[src/rtl/vga_timing_gen.sv]
// rtl/vga_timing_gen.sv - 640x480@60 VGA raster timing generator with frame pulse/counter
//
// Ports:
//   vga_clk      in   pixel clock, sole clock domain
//   reset        in   synchronous active-high reset, overrides en
//   en           in   pixel advance enable
//   DrawX        out  [9:0] horizontal position, 0..H_TOTAL-1
//   DrawY        out  [9:0] vertical position, 0..V_TOTAL-1
//   blank        out  1 while (DrawX, DrawY) lies in the visible area
//   hs, vs       out  sync pulses, SYNC_POL level inside the sync regions
//   frame_start  out  one-cycle pulse when the raster wraps to (0,0)
//   frame_count  out  [7:0] completed frames since reset, mod 256
//
// Every output is a flop. blank/hs/vs are decoded from the *next* counter
// values so they line up with DrawX/DrawY in the same cycle.

module vga_timing_gen #(
    parameter int H_VISIBLE = 640,
    parameter int H_FP      = 16,
    parameter int H_SYNC    = 96,
    parameter int H_BP      = 48,
    parameter int V_VISIBLE = 480,
    parameter int V_FP      = 10,
    parameter int V_SYNC    = 2,
    parameter int V_BP      = 33,
    parameter bit SYNC_POL  = 1'b0
) (
    input  logic       vga_clk,
    input  logic       reset,
    input  logic       en,
    output logic [9:0] DrawX,
    output logic [9:0] DrawY,
    output logic       blank,
    output logic       hs,
    output logic       vs,
    output logic       frame_start,
    output logic [7:0] frame_count
);

    localparam int H_TOTAL = H_VISIBLE + H_FP + H_SYNC + H_BP;
    localparam int V_TOTAL = V_VISIBLE + V_FP + V_SYNC + V_BP;

    // Counters are 10 bits wide; anything larger cannot be represented.
    generate
        if (H_TOTAL > 1024 || V_TOTAL > 1024) begin : g_bad_total
            $error("vga_timing_gen: H_TOTAL and V_TOTAL must each be <= 1024");
        end
    endgenerate

    localparam logic [9:0] H_LAST = 10'(H_TOTAL - 1);
    localparam logic [9:0] V_LAST = 10'(V_TOTAL - 1);

    // Region boundaries are kept 11 bits wide so an end boundary of exactly
    // 1024 (zero back porch at the maximum total) still compares correctly.
    localparam logic [10:0] H_VIS_END  = 11'(H_VISIBLE);
    localparam logic [10:0] H_HS_START = 11'(H_VISIBLE + H_FP);
    localparam logic [10:0] H_HS_END   = 11'(H_VISIBLE + H_FP + H_SYNC);
    localparam logic [10:0] V_VIS_END  = 11'(V_VISIBLE);
    localparam logic [10:0] V_VS_START = 11'(V_VISIBLE + V_FP);
    localparam logic [10:0] V_VS_END   = 11'(V_VISIBLE + V_FP + V_SYNC);

    logic [9:0]  x_next;
    logic [9:0]  y_next;
    logic        h_last;
    logic        v_last;
    logic        frame_wrap;
    logic [10:0] x_ext;
    logic [10:0] y_ext;
    logic        visible_next;
    logic        hsync_next;
    logic        vsync_next;

    // Next raster position. With en low the position simply holds, which
    // also makes the decoded blank/hs/vs hold.
    always_comb begin
        x_next     = DrawX;
        y_next     = DrawY;
        h_last     = (DrawX == H_LAST);
        v_last     = (DrawY == V_LAST);
        frame_wrap = 1'b0;
        if (en) begin
            if (h_last) begin
                x_next = '0;
                if (v_last) begin
                    y_next     = '0;
                    frame_wrap = 1'b1;
                end else begin
                    y_next = DrawY + 10'd1;
                end
            end else begin
                x_next = DrawX + 10'd1;
            end
        end
    end

    // Region decode on the upcoming position; vs looks at the line only.
    always_comb begin
        x_ext        = {1'b0, x_next};
        y_ext        = {1'b0, y_next};
        visible_next = (x_ext < H_VIS_END) && (y_ext < V_VIS_END);
        hsync_next   = (x_ext >= H_HS_START) && (x_ext < H_HS_END);
        vsync_next   = (y_ext >= V_VS_START) && (y_ext < V_VS_END);
    end

    always_ff @(posedge vga_clk) begin
        if (reset) begin
            DrawX       <= '0;
            DrawY       <= '0;
            blank       <= 1'b1;
            hs          <= ~SYNC_POL;
            vs          <= ~SYNC_POL;
            frame_start <= 1'b0;
            frame_count <= '0;
        end else begin
            DrawX       <= x_next;
            DrawY       <= y_next;
            blank       <= visible_next;
            hs          <= hsync_next ? SYNC_POL : ~SYNC_POL;
            vs          <= vsync_next ? SYNC_POL : ~SYNC_POL;
            // frame_wrap already requires en, so a stall never stretches it.
            frame_start <= frame_wrap;
            if (frame_wrap) begin
                frame_count <= frame_count + 8'd1;
            end
        end
    end

endmodule

[config.mk]
export PLATFORM = sky130hd
export DESIGN_NAME = vga_timing_gen
export DESIGN_NICKNAME = d
export VERILOG_FILES = /design/src/rtl/vga_timing_gen.sv
export SDC_FILE = /design/constraint.sdc
export NUM_CORES = 1
export LEC_CHECK = 0
export ABC_AREA = 0
export CAP_MARGIN = 40
export CORE_UTILIZATION = 54
export DETAILED_ROUTE_END_ITERATION = 7
export PLACE_DENSITY = 0.8
export SYNTH_ARGS = -nofsm -noshare
export SYNTH_HDL_FRONTEND = slang
export SYNTH_SLANG_ARGS = --single-unit
[constraint.sdc]
create_clock -name vga_clk -period 8 [get_ports vga_clk]
set_input_delay 2.4 -clock vga_clk [delete_from_list [all_inputs] [get_ports vga_clk]]
set_output_delay 2.4 -clock vga_clk [all_outputs]
set_load 0.02 [all_outputs]
==> impl_metrics.py, run 1 <==
metrics = {
    "setup_path": {
        "path_cells": "clkdlybuf4s50_1 > nand3_1 > or4_1 > or3_4 > a2111oi_2 > o2111ai_1",
        "path_max_fanout": 10,
        "r2r_start": "DrawX[0]",
        "cpPeakStageDelay_ps": 710,
        "crit_path_start_kind": "input port",
        "worst-r2r-cell-count": 6,
        "reg2reg_to": "vs",
        "arrival_ps": 4850,
        "regToRegSetupSlack_ps": 5410,
        "endpoint_kind": "flop",
        "critical-path-slowest-cell": "or4_1",
        "worstPathRequired_ps": 8190,
        "crit_type": "input port to flop",
    },
    "logic_synthesis": {
        "synth_commonest_cells": "dfxtp_1, nor2_1, nand2_1, xor2_1",
        "synthArstFlopShare_pct": 0,
        "synth-edff-count": 0,
        "syn-num-nets": 197,
        "synth_top_cell_area_share_pct": 39.84,
        "synth_seq_area_share_pct": 39.84,
        "synth_seq_cells": 32,
        "avgSynthCellArea_um2": 8.462,
        "synth_cells": 190,
        "synth.most_common_cell": "dfxtp_1",
        "synth_warnings": 0,
        "synth_ff_type": "dfxtp_1",
        "synth_cell_types": 37,
        "syn_area_um2": 1608,
        "synth.top_cells.by_area": "dfxtp_1, xor2_1, xnor2_1",
        "netlist.top_cell.by_area": "dfxtp_1",
    },
    "sta": {
        "grt_setup_unrepaired": "no",
        "clock_skew_ps": 13.60,
        "hold_violations": 0,
        "slew_headroom_pct": 44.17,
        "finalSetupTns_ps": 0,
        "worstMarginPinSlew_ps": 834.8,
        "fmax_mhz": 214.6,
        "slew_viol_final": 0,
        "setup_viol_count_final": 0,
        "fin_crit_ps": 4660,
        "period_share_pct": 58.25,
    },
    "grt": {
        "use_met3_pct": 7.604,
        "grt_overflow": 0,
        "track_usage_pct": 24.19,
        "grt.busiest_layer": "met2",
        "met1_usage_pct": 31.30,
        "antenna_found_initial": 0,
        "grt_pass1_vias": 1344,
        "grt_max_degree": 24,
        "use_met2_pct": 37.82,
        "grt_pass1_wl_um": 6016,
    },
    "layout": {
        "area_growth_pct": 26.85,
        "drive_above_1_share_pct": 5.752,
        "multi_input_area_um2": 928.4,
        "ff_latch_area_um2": 640.6,
        "nFillCells": 232,
        "nets": 232,
        "design_area_um2": 2039,
        "final_core_util_pct": 73.32,
        "n_antenna_cell": 0,
    },
    "drt": {
        "via_count": 1504,
        "first_pass_iters": 4,
        "wl_um": 3673,
        "drt_iter0_drc": 62,
        "drc": 0,
        "wl_per_cell_um": 14.29,
        "via_per_inst": 5.852,
        "ant_nets": 0,
    },
    "cts": {
        "cts_tree": "done",
        "clock-root-buffer": "clkbuf_4",
        "insertion_delay_ps": 330,
        "hold_buffers": 0,
        "cts.sinks": 32,
        "htreeDepth": 2,
        "cts_resized": 0,
        "cts_made_buffers": 5,
        "cts_buffer_depth": 2,
        "cts.clk_slew.worst_paths_ps": 100,
        "postCtsSetupBuffers": 0,
    },
    "run": {
        "maxCapViolations": 0,
    },
    "floorplanning": {
        "die_w_um": 56.57,
        "start_util_pct": 57.80,
        "die_h_um": 56.57,
        "die_area_um2": 3200,
        "ios": 35,
        "rows": 19,
        "coreArea_um2": 2781,
    },
    "min_path": {
        "min-delay-start": "frame_count[1]",
        "hold_class": "flop to flop",
        "worstHoldPathCells": 2,
        "worstHoldEndpoint": "frame_count[1]",
    },
    "placement": {
        "gp_congestion": 0.8139,
        "hpwl_um": 2673,
        "place_area_um2": 1981,
        "io_buffers": 34,
    },
    "power_and_ir_drop": {
        "p_leak_nw": 0.6768,
        "ir_drop_mv": 0.1300,
        "powerDensity_nw_per_um2": 131.4,
    },
    "status": {
        "outcome": "completed",
    },
}
[worst max-delay path by stage]
stage                     start  to  slack, ps  depth (start not counted)
after floorplan              en  vs       3700                          7
after global placement       en  vs       3060                          6
after detailed placement     en  vs       2960                          6
after CTS                    en  vs       3320                          6
after global routing         en  vs       3220                          6
final                        en  vs       3340                          6
[kinds of logic after synthesis]
family          Yosys count  share of synthesized area [%]
simple gates             99                          32.45
flops                    32                          39.84
mux                       1                         0.6226
compound gates           19                          8.482
xor+xnor                 23                          12.53
buf+inv                  12                          2.957
fa+ha+maj                 4                          3.113
[per-stage QoR]
stage	setup slack, ps	hold slack, ps	power (mW)	cells
3_3_place_gp	3065	481.9	0.1753	248
4_1_cts	3322	505.6	0.2700	257
2_1_floorplan	3703	560.7	0.1714	190
6_report	3340	501.2	0.2679	257
5_1_grt	3216	536.4	0.2777	257
3_5_place_dp	2961	489.1	0.1758	249
[flip-flops by register name, indices dropped and copies added, names as in the netlist]
| name | cells |
|---|---|
| DrawX | 10 |
| DrawY | 10 |
| frame_count | 8 |
| blank | 1 |
| frame_start | 1 |
| hs | 1 |
| vs | 1 |
[cell usage in the layout, fill, tap and decap left out, types with 3 or more instances in the layout]
cell type        count
clkdlybuf4s50_1     34
dfxtp_1             32
nor2_1              23
nand2_1             18
xor2_1              13
nand3_1             11
nor3_1              11
xnor2_1             10
nand4_1              8
nor4_1               5
clkbuf_4             5
inv_1                4
a21oi_1              4
and2_1               4
ha_1                 4
or3_1                3
or4_1                3
nand2b_1             3
o21ai_0              3
and4_1               3
[routing by layer]
layer	share of wire (%)	vias to the layer above
li1	-	743
met1	47	711
met2	47	42
met3	5.1	8
met4	1.0	0
met5	0	-
[area by class of cell]
cell class / instances / area share [%]
Multi-Input combinational cell: 146 / 45.52
Sequential cell: 32 / 31.41
Timing Repair Buffer: 36 / 17.55
Clock buffer: 8 / 2.883
Tap cell: 31 / 1.902
Inverter: 4 / 0.7362
[where the power goes]
part,switching [mW],internal (mW)
registers,0.00148,0.160
clock network,0.0524,0.0434
logic,0.00597,0.00441
total,0.0599,0.208
[worst max-delay path: cells and delay by family]
| kind | cells | cell delay (ps) |
|---|---|---|
| buffers and inverters | 1 | 620 |
| and+or+nand+nor | 3 | 1330 |
| AOI/OAI and AO/OA | 2 | 510 |
Note: power is estimated with default switching activity, not from simulation.
==> inputs of run 2 (changes only) <==
- CORE_UTILIZATION: 54 -> 50
- PLACE_DENSITY: 0.8 -> 0.75
- clock period: 8 -> 4.5 ns (I/O delays scaled with it)
==> run 2 against run 1 <==
Via count up 0.33%. Count of clock-buffer cells in the layout down 2. Core utilization down 5.9 points. Critical path depth unchanged. Setup slack worse by 2400 ps. Sequential power up 77%. Global-route usage down 1.8 points. Final cell count up 5.4%. Sequential share of layout area down 0.29 points. Sequential cell count unchanged. Routed wire length down 4.2%. Clock power up 54%.
==> impl_metrics.py, run 2 (synthesis results as in run 1) <==
metrics = {
    "cts": {
        "clock-root-buffer": "clkbuf_4",
        "cts_resized": 0,
        "cts.clk_slew.worst_paths_ps": 90,
        "htreeDepth": 2,
        "cts_tree": "done",
        "insertion_delay_ps": 330,
        "cts.sinks": 32,
        "cts_buffer_depth": 2,
        "cts_made_buffers": 5,
        "hold_buffers": 0,
        "postCtsSetupBuffers": 0,
    },
    "power_and_ir_drop": {
        "p_leak_nw": 0.6826,
        "ir_drop_mv": 0.1740,
        "comb_power_share_pct": 4.1,
        "internal_power_uw": 350.6,
        "powerDensity_nw_per_um2": 220.6,
        "clkPwrFrac_pct": 32.6,
        "p_sw_share_pct": 22.78,
        "power_frac_seq_pct": 63.3,
        "switching_power_uw": 103.4,
    },
    "setup_path": {
        "path_max_fanout": 10,
        "regToRegSetupSlack_ps": 1950,
        "crit_type": "input port to flop",
        "arrival_ps": 3760,
        "worstPathRequired_ps": 4690,
        "worst-r2r-cell-count": 6,
        "crit_path_start_kind": "input port",
        "endpoint_kind": "flop",
    },
    "sta": {
        "setup_viol_count_final": 0,
        "fmax_mhz": 280.1,
        "worstMarginPinSlew_ps": 640.7,
        "fin_crit_ps": 3571,
        "slew_viol_final": 0,
        "clock_skew_ps": 6.994,
        "fin_ws_ps": 929.4,
        "slew_headroom_pct": 57.00,
        "period_share_pct": 79.35,
        "hold_violations": 0,
        "finalSetupTns_ps": 0,
        "grt_setup_unrepaired": "no",
        "fin_hold_ws_ps": 500.4,
    },
    "drt": {
        "first_pass_iters": 4,
        "ant_nets": 0,
        "wl_um": 3518,
        "via_per_inst": 5.568,
        "wl_per_cell_um": 12.98,
        "drc": 0,
        "via_count": 1509,
        "drt_iter0_drc": 48,
    },
    "layout": {
        "nFillCells": 272,
        "layout_commonest_cell": "clkdlybuf4s50_1",
        "nets": 234,
        "layout.cells.non_filler": 271,
        "layout_common_cells": "clkdlybuf4s50_1, dfxtp_1, nor2_1",
        "n_antenna_cell": 0,
        "design_area_um2": 2058,
        "reg.largest.list": "DrawX (10), DrawY (10), frame_count (8)",
        "area_growth_pct": 28.02,
        "drive_above_1_share_pct": 6.608,
    },
    "placement": {
        "place_area_um2": 2012,
        "dp_slack_ps": 584.1,
        "gp_congestion": 0.8559,
        "hpwl_um": 2644,
        "io_buffers": 34,
        "dp_cells": 264,
    },
    "grt": {
        "grt_max_degree": 24,
        "track_usage_pct": 22.41,
        "grt_pass1_wl_um": 5837,
        "antenna_found_initial": 0,
        "grt_pass1_vias": 1379,
        "grt_overflow": 0,
    },
    "status": {
        "outcome": "completed",
    },
    "run": {
        "maxCapViolations": 0,
    },
    "floorplanning": {
        "die_w_um": 58.71,
        "rows": 20,
        "die_area_um2": 3446,
        "start_util_pct": 52.66,
        "coreArea_um2": 3053,
        "die_h_um": 58.71,
        "ios": 35,
    },
    "min_path": {
        "worstHoldPathCells": 2,
        "hold_class": "flop to flop",
    },
}
[run 2: changes by cell type in the layout (fill, tap and decap cells not counted), sizes merged]
cell    change
buf         +2
clkbuf      -2
clkinv      +1
[run 2: critical path, stage by stage]
cell             delay [ps]
clkdlybuf4s50_1         600
nand3_1                 170
or4_1                   710
or3_4                   440
a2111oi_2               350
o2111ai_1               140
[run 2: final timing paths]
| path | start | end |
|---|---|---|
| worst min-delay path | frame_count[1] | frame_count[1] |
| worst max register to register | DrawX[0] | vs |
| worst max-delay path | en | vs |
| worst min register to register | frame_count[1] | frame_count[1] |
[run 2: power by group through the flow]
stage	combinational, mW	clock [mW]	sequential (mW)
2_1_floorplan	0.00865	0	0.296
3_3_place_gp	0.0186	0	0.294
3_5_place_dp	0.0188	0	0.294
4_1_cts	0.0189	0.154	0.287
5_1_grt	0.0202	0.167	0.288
6_report	0.0186	0.148	0.287
[run 2: final cells by class]
class	instances	area, um2	share of cell area, %
clock inverter	1	5.005	0.2432
clock buffer	6	41.29	2.006
sequential	32	640.6	31.12
tap	44	55.05	2.675
inverter	4	15.01	0.7295
multi-input combinational	146	928.4	45.11
timing repair buffer	38	372.9	18.12
[run 2: per-stage QoR]
| stage | utilization (%) | total power [mW] |
|---|---|---|
| 2_1_floorplan | - | 0.3047 |
| 3_3_place_gp | 65.57 | 0.3125 |
| 3_5_place_dp | 65.90 | 0.3128 |
| 4_1_cts | 67.42 | 0.4602 |
| 5_1_grt | 67.42 | 0.4755 |
| 6_report | 67.42 | 0.4540 |
[run 2: per-layer routing]
metal / track usage (%) / vias to the layer above / wire length, um
met5: 0 / - / 0
met1: 25.48 / 713 / 1580
met4: 8.503 / 0 / 42
met2: 39.41 / 41 / 1741
met3: 6.813 / 5 / 154
li1: - / 750 / -
==> inputs of run 3 (changes only) <==
- CORE_UTILIZATION: 50 -> 45
- PLACE_DENSITY: 0.75 -> 0.71
- clock period: 4.5 -> 3.13 ns (I/O delays scaled with it)
==> run 3 against run 2 <==
Core utilization fell by 5.3 points. Non-clock buffer count rose by 3. Count of clock-buffer cells in the layout rose by 2. Sequential share of layout area fell by 0.70 points. Clock power rose by 65%. Via count rose by 1.9%. Largest cell class unchanged. Design area rose by 2.3%. Sequential cell count did not move. Worst hold slack improved by 10 ps. Setup slack got worse by 620 ps. Power rose by 51%. Critical path depth did not move.
==> impl_metrics.py, run 3 (synthesis results as in run 1) <==
metrics = {
    "drt": {
        "wl_um": 3721,
        "drt_iter0_drc": 87,
        "drc": 0,
        "ant_nets": 0,
        "wl_per_cell_um": 13.43,
        "via_per_inst": 5.549,
        "first_pass_iters": 4,
        "via_count": 1537,
    },
    "setup_path": {
        "critPathBufInv": 1,
        "crit_cells": 6,
        "path_max_fanout": 2,
        "endpoint_kind": "flop",
        "worstPathRequired_ps": 3330,
        "path_cells": "clkdlybuf4s50_1 > nand3_1 > or4_1 > or3_4 > a2111oi_2 > o2111ai_1",
        "arrival_ps": 3020,
        "cp_top_family": "simple AND/OR/NAND/NOR gates",
        "worst-r2r-cell-count": 6,
        "critical-path-slowest-cell": "or4_1",
        "crit_type": "input port to flop",
        "crit_path_start_kind": "input port",
        "cpPeakStageDelay_ps": 560,
    },
    "placement": {
        "place_area_um2": 2047,
        "gp_congestion": 0.8315,
        "hpwl_um": 2775,
        "io_buffers": 34,
        "dp_cells": 269,
    },
    "min_path": {
        "worstHoldPathCells": 2,
        "hold_class": "flop to flop",
    },
    "cts": {
        "cts.clk_slew.worst_paths_ps": 100,
        "cts.sinks": 32,
        "cts_tree": "done",
        "insertion_delay_ps": 330,
        "cts_made_buffers": 5,
        "cts_resized": 0,
        "htreeDepth": 2,
        "postCtsSetupBuffers": 0,
        "hold_buffers": 0,
        "cts_buffer_depth": 2,
        "clock-root-buffer": "clkbuf_4",
    },
    "layout": {
        "nets": 237,
        "layout.cells.non_filler": 277,
        "layout_common_cells": "clkdlybuf4s50_1, dfxtp_1, nor2_1",
        "design_area_um2": 2106,
        "layout_commonest_cell": "clkdlybuf4s50_1",
        "reg.largest.list": "DrawX (10), DrawY (10), frame_count (8)",
        "area_growth_pct": 30.97,
        "n_antenna_cell": 0,
        "drive_above_1_share_pct": 7.792,
    },
    "power_and_ir_drop": {
        "p_leak_nw": 0.7047,
        "power_frac_seq_pct": 60.2,
        "clkPwrFrac_pct": 35.5,
        "powerDensity_nw_per_um2": 326.1,
        "p_sw_share_pct": 22.23,
        "switching_power_uw": 152.7,
        "comb_power_share_pct": 4.4,
        "internal_power_uw": 534.0,
        "ir_drop_mv": 0.3061,
    },
    "floorplanning": {
        "ios": 35,
        "die_area_um2": 3816,
        "die_w_um": 61.78,
        "coreArea_um2": 3390,
        "rows": 21,
        "die_h_um": 61.78,
        "start_util_pct": 47.43,
    },
    "grt": {
        "grt_pass1_vias": 1389,
        "grt_overflow": 0,
        "grt_pass1_wl_um": 6168,
        "track_usage_pct": 22.58,
        "antenna_found_initial": 0,
        "grt_max_degree": 25,
    },
    "status": {
        "outcome": "completed",
    },
    "sta": {
        "worstMarginPinSlew_ps": 550.9,
        "clock_skew_ps": 10.86,
        "period_share_pct": 90.19,
        "fin_crit_ps": 2823,
        "slew_viol_final": 0,
        "grt_setup_unrepaired": "no",
        "fmax_mhz": 354.3,
        "slew_headroom_pct": 62.80,
        "setup_viol_count_final": 0,
        "hold_violations": 0,
    },
    "run": {
        "maxCapViolations": 0,
    },
}
==> run 3: cell count changes in the layout (fill, tap and decap cells not counted), sizes merged <==
cell,change
clkdlybuf4s18,-1
clkinv,-1
buf,+4
clkbuf,+2
==> run 3: per-stage QoR <==
stage | hold slack [ps] | power (mW) | setup WS [ps] | util, % | TNS [ps]
after CTS | 515.6 | 0.6979 | 289.6 | 62.13 | 0
after detailed placement | 499.3 | 0.4529 | -85.10 | 60.39 | -85.10
after global placement | 480.2 | 0.4515 | -15.78 | 60.39 | -15.78
after floorplan | 560.7 | 0.4380 | 294.4 | - | 0
final | 510.8 | 0.6866 | 307.2 | 62.13 | 0
after global routing | 561.5 | 0.7160 | 186.4 | 62.13 | 0
==> run 3: final timing paths <==
kind / startpoint / to / slack, ps
max reg2reg: DrawX[0] / vs / 780
min: frame_count[1] / frame_count[1] / 510
min reg2reg: frame_count[1] / frame_count[1] / 510
max: en / vs / 310
==> run 3: per-layer routing <==
| metal | vias to the layer above | routed length, um | GRT usage (%) | share of wire [%] |
|---|---|---|---|---|
| li1 | 762 | - | - | - |
| met5 | - | 0 | 0 | 0 |
| met3 | 7 | 175 | 7.867 | 4.7 |
| met1 | 728 | 1703 | 28.32 | 46 |
| met2 | 40 | 1779 | 35.79 | 48 |
| met4 | 0 | 64 | 8.571 | 1.7 |
==> run 3: power groups by stage <==
stage / Combinational (mW) / Clock [mW] / Sequential [mW]
after CTS: 0.0303 / 0.254 / 0.413
after global routing: 0.0325 / 0.269 / 0.414
after global placement: 0.0292 / 0 / 0.422
final: 0.0299 / 0.244 / 0.413
after floorplan: 0.0124 / 0 / 0.426
after detailed placement: 0.0302 / 0 / 0.423
==> run 3: worst register-to-register path, delay by kind of cell, from the launching register on <==
kind | cells | cell delay [ps]
AND/OR/NAND/NOR | 3 | 1100
AO/OA/AOI/OAI | 2 | 510
flip-flops | 1 | 410
adder cells (fa/ha/maj) | 1 | 210
==> run 3: cell type report <==
type / instances / area, um2
Multi-Input combinational cell: 146 / 928.4
Tap cell: 46 / 57.56
Clock buffer: 8 / 58.81
Sequential cell: 32 / 640.6
Inverter: 4 / 15.01
Fill cell: 292 / 1284
Timing Repair Buffer: 41 / 405.4
